<file path="config.mk">
export PLATFORM = sky130hd
export DESIGN_NAME = ps2_action_decoder
export DESIGN_NICKNAME = d
export VERILOG_FILES = /design/src/rtl/ps2_action_pkg.sv /design/src/rtl/ps2_repeat_timer.sv /design/src/rtl/ps2_action_decoder.sv
export SDC_FILE = /design/constraint.sdc
export NUM_CORES = 1
export LEC_CHECK = 0
export CORE_MARGIN = 2
export CORE_UTILIZATION = 50
export CTS_CLUSTER_DIAMETER = 150
export DETAILED_ROUTE_END_ITERATION = 10
export PLACE_DENSITY = 0.92
export SLEW_MARGIN = 15
export SYNTH_ARGS = -nofsm -noshare
export SYNTH_HDL_FRONTEND = slang
export SYNTH_SLANG_ARGS = --single-unit
</file>
<file path="constraint.sdc">
create_clock -name clk25 -period 2.5 [get_ports clk25]
set_input_delay 0.25 -clock clk25 [delete_from_list [all_inputs] [get_ports clk25]]
set_output_delay 0.25 -clock clk25 [all_outputs]
set_load 0.01 [all_outputs]
</file>
<file path="src/rtl/ps2_action_pkg.sv">
// Shared definitions for the PS/2 action decoder: prefix FSM states, action
// indices, prefix bytes and the per-player scan-code map.
package ps2_action_pkg;

  typedef enum logic [1:0] {
    ST_IDLE,
    ST_EXT,
    ST_BRK,
    ST_EXT_BRK
  } prefix_state_t;

  localparam int MAX_PLAYERS = 3;
  localparam int NUM_ACTIONS = 4;

  localparam int ACT_ROTATE = 0;
  localparam int ACT_LEFT   = 1;
  localparam int ACT_RIGHT  = 2;
  localparam int ACT_DOWN   = 3;

  localparam logic [7:0] PREFIX_EXT = 8'hE0;
  localparam logic [7:0] PREFIX_BRK = 8'hF0;

  // Indexed [player][action]; listed from player 2 / down down to player 0 / rotate.
  localparam logic [MAX_PLAYERS-1:0][NUM_ACTIONS-1:0][7:0] KEY_CODE = {
    8'h72, 8'h74, 8'h6B, 8'h75,
    8'h72, 8'h74, 8'h6B, 8'h75,
    8'h1B, 8'h23, 8'h1C, 8'h1D
  };

  // Player 2 uses the E0-prefixed arrow keys.
  localparam logic [MAX_PLAYERS-1:0] KEY_EXT = 3'b100;

endpackage

</file>
<file path="src/rtl/ps2_repeat_timer.sv">
// Delayed auto-repeat for one held action: first pulse DELAY cycles after
// start, then one pulse every PERIOD cycles while held.
module ps2_repeat_timer #(
  parameter int DELAY  = 6250000,
  parameter int PERIOD = 1250000
) (
  input  logic clk25,
  input  logic rst,
  input  logic start,
  input  logic clear,
  input  logic held,
  output logic pulse
);

  localparam int SPAN  = (DELAY > PERIOD) ? DELAY : PERIOD;
  localparam int CNT_W = $clog2(SPAN + 1);
  localparam logic [CNT_W-1:0] DELAY_C  = CNT_W'(DELAY);
  localparam logic [CNT_W-1:0] PERIOD_C = CNT_W'(PERIOD);

  logic [CNT_W-1:0] count_reg;
  logic [CNT_W-1:0] count_next;
  logic [CNT_W-1:0] target;
  logic             first_reg;
  logic             fire;

  always_comb begin
    target     = first_reg ? DELAY_C : PERIOD_C;
    count_next = (count_reg == '1) ? count_reg : count_reg + CNT_W'(1);
    fire       = held && (count_next == target);
  end

  // clear outranks fire so a break landing on a repeat slot suppresses it.
  always_ff @(posedge clk25) begin
    if (rst || start || clear) begin
      count_reg <= '0;
      first_reg <= 1'b1;
      pulse     <= 1'b0;
    end else if (fire) begin
      count_reg <= '0;
      first_reg <= 1'b0;
      pulse     <= 1'b1;
    end else begin
      pulse <= 1'b0;
      if (held) count_reg <= count_next;
    end
  end

endmodule

</file>
<file path="src/rtl/ps2_action_decoder.sv">
// PS/2 scan-code to per-player held/press decoder with E0/F0 prefix tracking.
// Define AUTO_REPEAT_EN to build auto-repeat timers for left/right/down.
module ps2_action_decoder
  import ps2_action_pkg::*;
#(
  parameter int NUM_PLAYERS   = 2,
  parameter int REPEAT_DELAY  = 6250000,
  parameter int REPEAT_PERIOD = 1250000
) (
  input  logic                     clk25,
  input  logic                     rst,
  input  logic [7:0]               rx_byte,
  input  logic                     rx_valid,
  output logic [4*NUM_PLAYERS-1:0] held,
  output logic [4*NUM_PLAYERS-1:0] press
);

  localparam bit CFG_OK = (NUM_PLAYERS >= 1) && (NUM_PLAYERS <= MAX_PLAYERS) &&
                          (REPEAT_DELAY >= 1) && (REPEAT_PERIOD >= 1);

  prefix_state_t state_reg;
  prefix_state_t state_next;
  logic          code_done;
  logic          is_break;
  logic          is_ext;

  always_ff @(posedge clk25) begin
    if (rst) state_reg <= ST_IDLE;
    else     state_reg <= state_next;
  end

  always_comb begin
    state_next = state_reg;
    if (rx_valid) begin
      unique case (state_reg)
        ST_IDLE: begin
          if (rx_byte == PREFIX_EXT)      state_next = ST_EXT;
          else if (rx_byte == PREFIX_BRK) state_next = ST_BRK;
          else                            state_next = ST_IDLE;
        end
        ST_EXT:  state_next = (rx_byte == PREFIX_BRK) ? ST_EXT_BRK : ST_IDLE;
        ST_BRK:  state_next = (rx_byte == PREFIX_EXT) ? ST_EXT : ST_IDLE;
        default: state_next = ST_IDLE;
      endcase
    end
  end

  // Any byte that lands the FSM back in IDLE is the final byte of a code.
  always_comb begin
    code_done = rx_valid && (state_next == ST_IDLE);
    is_break  = (state_reg == ST_BRK) || (state_reg == ST_EXT_BRK);
    is_ext    = (state_reg == ST_EXT) || (state_reg == ST_EXT_BRK);
  end

  if (CFG_OK) begin : g_decode
    for (genvar gi = 0; gi < NUM_PLAYERS; gi++) begin : g_player
      for (genvar ga = 0; ga < NUM_ACTIONS; ga++) begin : g_action
        localparam int IDX = NUM_ACTIONS * gi + ga;

        logic key_hit;
        logic make_new;
        logic break_hit;
        logic held_bit_reg;
        logic press_bit_reg;
        logic rep_pulse;

        assign key_hit   = code_done && (rx_byte == KEY_CODE[gi][ga]) &&
                           (is_ext == KEY_EXT[gi]);
        assign make_new  = key_hit && !is_break && !held_bit_reg;
        assign break_hit = key_hit && is_break && held_bit_reg;

        always_ff @(posedge clk25) begin
          if (rst) begin
            held_bit_reg  <= 1'b0;
            press_bit_reg <= 1'b0;
          end else begin
            press_bit_reg <= make_new;
            if (make_new)       held_bit_reg <= 1'b1;
            else if (break_hit) held_bit_reg <= 1'b0;
          end
        end

`ifdef AUTO_REPEAT_EN
        if (ga != ACT_ROTATE) begin : g_rep
          ps2_repeat_timer #(
            .DELAY (REPEAT_DELAY),
            .PERIOD(REPEAT_PERIOD)
          ) u_timer (
            .clk25(clk25),
            .rst  (rst),
            .start(make_new),
            .clear(break_hit),
            .held (held_bit_reg),
            .pulse(rep_pulse)
          );
        end else begin : g_norep
          assign rep_pulse = 1'b0;
        end
`else
        assign rep_pulse = 1'b0;
`endif

        assign held[IDX]  = held_bit_reg;
        assign press[IDX] = press_bit_reg | rep_pulse;
      end
    end
  end else begin : g_bad_cfg
    assign held  = '0;
    assign press = '0;
  end

endmodule

</file>
==> out/results.ini <==
[layout]
n_fill_cell=170
final_nets=120
drive_gt1_frac=0.111
syn_to_final_growth_pct=16.8
n_antenna_cell=0

[floorplan]
initial_core_util=0.518
die_y_um=48.6
dieArea_um2=2360
row_count=16
die_w_um=48.6
io_pins=27
core_um2=1920

[power_and_ir_drop]
peakVddDrop_mv=0.183
power.density_nw_per_um2=443
clkPwrFrac=0.340
power_switching_share=0.217
comb_power_share=0.102
p_leak_nw=0.420
p_sw_mw=0.111
p_int_mw=0.403
power_frac_seq=0.558

[cts]
cts_root_buf=clkbuf_4
postCtsResizedCells=0
clock_sinks=18
cts_buffers=3
htreeDepth=1
cts_setup_buffers=0
path_clk_slew_ns=0.10
cts_tree=yes
clk_latency_ns=0.29
cts_buffer_depth=2
cts_hold_buf=0

[sta]
setup_viol=0
timing.final.crit_share=0.598
tns_ns=0
slew_violations=0
rsz0062_at_grt=false
maxSlewHeadroom=0.646
setup_ws_ns=1.00
worst_clock_skew_ns=0.00762
post-route-min-period_ns=1.50
fmax_ghz=0.669
max_slew.worst_pin.slew_ns=0.530
finalHoldViolCount=0

[synthesis]
syn_nets=110
synth_seq_cells=18
syn_inst=99
synth_warnings=0
yosysUniqueCellTypes=30
ys_seq_area_frac=0.362
syn_area_per_cell_um2=10.1
synth_area_um2=996

[setup_path]
rr_worst_depth=3
critPathLaunchType=input pin
path_cells=clkdlybuf4s50_1 > or2_1 > nand2b_4 > nor4_2
arrival_ns=1.68
crit_type=in2reg
cp_slowest_cell=clkdlybuf4s50_1
worst_path_largest_cell_delay_ns=0.65
r2r_end=g_decode.g_player[0].g_action[3].press_bit_reg
crit_buf_inv=1
crit_fanout=14
reg2reg_from=state_reg[1]
rrSetupSlack_ns=1.22
path_delay_family=simple AND/OR/NAND/NOR gates
worstPathRequired_ns=2.68
critPathCaptureType=register

[route]
drt_first_pass_iters=4
vias_per_cell=5.39
ant_nets=0
route.detailed.drc=0
drt_iter0_drc=21
wirelength_um=1720
num_vias=727
wire_per_inst_um=12.7

[min_path]
hold_end=g_decode.g_player[0].g_action[0].press_bit_reg
worstHoldStart=g_decode.g_player[0].g_action[0].held_bit_reg
hold_path_depth=1
hp-class=reg2reg

[placed_design]
place_ws_ns=0.711
dp_hpwl_um=1300
portBuffers=26
gp_congestion=0.783

[global_route]
grt_pass1_wl_um=2990
gr-usage-all-layers=0.161
antenna_found_initial=0
grt_pass1_vias=670
grt_max_degree=15
grt_remaining_overflow=0

[status]
status=completed

[flow_run]
max-cap-violations=0

-- kinds of logic (layout without fill, tap and decap cells) --
family	Yosys count	after routing	synth area share
AO/OA/AOI/OAI	5	5	0.0339
flip-flops	18	18	0.362
AND/OR/NAND/NOR	48	48	0.371
buffers and inverters	21	30	0.163
multiplexers	7	7	0.0704
-- per-stage QoR --
step | hold slack, ns | cells | cell area (µm²) | power [mW] | util
after floorplan | 0.400 | 99 | 996 | 0.326 | -
after global placement | 0.450 | 131 | 1130 | 0.345 | 0.587
after detailed placement | 0.453 | 131 | 1130 | 0.346 | 0.587
after CTS | 0.467 | 135 | 1160 | 0.521 | 0.605
after global routing | 0.487 | 135 | 1160 | 0.534 | 0.605
final | 0.466 | 135 | 1160 | 0.515 | 0.605
-- power by group through the flow --
stage	clock network, mW	registers (mW)	logic [mW]
global route	0.190	0.288	0.0565
CTS	0.181	0.287	0.0522
global placement	0	0.294	0.0505
detailed placement	0	0.294	0.0520
finish	0.175	0.287	0.0526
floorplan	0	0.294	0.0326
-- cell usage after synthesis --
library cell / count / area share
buf_4: 16 / 0.12
buf_2: 1 / 0.0050
and4b_4: 1 / 0.014
o211ai_1: 1 / 0.0075
nor4_1: 1 / 0.0063
nand2b_1: 11 / 0.069
nor4b_1: 1 / 0.0088
clkbuf_1: 1 / 0.0038
and3b_1: 2 / 0.018
a31oi_1: 1 / 0.0063
buf_6: 3 / 0.034
and3_1: 1 / 0.0063
nand2b_4: 1 / 0.014
nand4_1: 3 / 0.019
or2_1: 1 / 0.0063
nand3_1: 1 / 0.0050
and4bb_2: 1 / 0.013
nor4_2: 5 / 0.063
nor2b_1: 3 / 0.019
nor2_1: 1 / 0.0038
a41o_1: 1 / 0.010
dfxtp_1: 18 / 0.36
a21oi_1: 2 / 0.010
nor3_1: 3 / 0.015
nand4bb_1: 1 / 0.011
mux2i_1: 7 / 0.070
nand4b_1: 2 / 0.018
nand2_1: 4 / 0.015
and4bb_1: 2 / 0.025
nor3b_1: 3 / 0.023
-- per-layer routing --
layer,wire length [µm],track usage,up-vias,part of all wire
li1,-,-,358,-
met1,762,0.188,340,0.44
met2,843,0.269,29,0.49
met3,111,0.0432,0,0.065
met4,0,0.0810,0,0
met5,0,0,-,0
-- worst max-delay path by stage --
stage                                                   from                                              to  slack, ns  cells after the start
2_1_floorplan                                   state_reg[1]  g_decode.g_player[1].g_action[2].press_bit_reg       1.41                      4
3_3_place_gp                                             rst  g_decode.g_player[0].g_action[3].press_bit_reg       0.75                      4
3_5_place_dp                                             rst  g_decode.g_player[0].g_action[3].press_bit_reg       0.71                      4
4_1_cts        g_decode.g_player[0].g_action[3].held_bit_reg                                         held[3]       1.01                      1
5_1_grt                                                  rst  g_decode.g_player[0].g_action[3].press_bit_reg       0.92                      4
6_report                                                 rst  g_decode.g_player[0].g_action[3].press_bit_reg       1.00                      4
-- worst register-to-register path, cell delays in order, from the launching register on --
cell and delay [ns]:
dfxtp_1 0.36, or2_1 0.43, nand2b_4 0.24, nor4_2 0.18
-- cells in the final DEF, fill, tap and decap left out --
master and count:
nor3_1 3, dfxtp_1 18, clkdlybuf4s50_1 26, or2_1 1
and4bb_2 1, nor4_1 1, nor2_1 1, nor2b_1 3
a31oi_1 1, clkbuf_8 1, mux2i_1 7, nand2_1 4
nand2b_4 1, a41o_1 1, o211ai_1 1, and3b_1 2
nor4b_1 1, nand4_1 3, nand3_1 1, nand4b_1 2
and3_1 1, and4bb_1 2, nand4bb_1 1, nor3b_1 3
and4b_4 1, a21oi_1 2, nor4_2 5, clkbuf_4 3
nand2b_1 11
-- area by class of cell --
type / count / area [µm²] / share of cell area
clock buffer: 4 / 36.3 / 0.0312
multi-input combinational: 60 / 473 / 0.406
sequential: 18 / 360 / 0.310
tap: 27 / 33.8 / 0.0290
timing repair buffer: 26 / 260 / 0.224
Power figures use the tool's default switching activity.
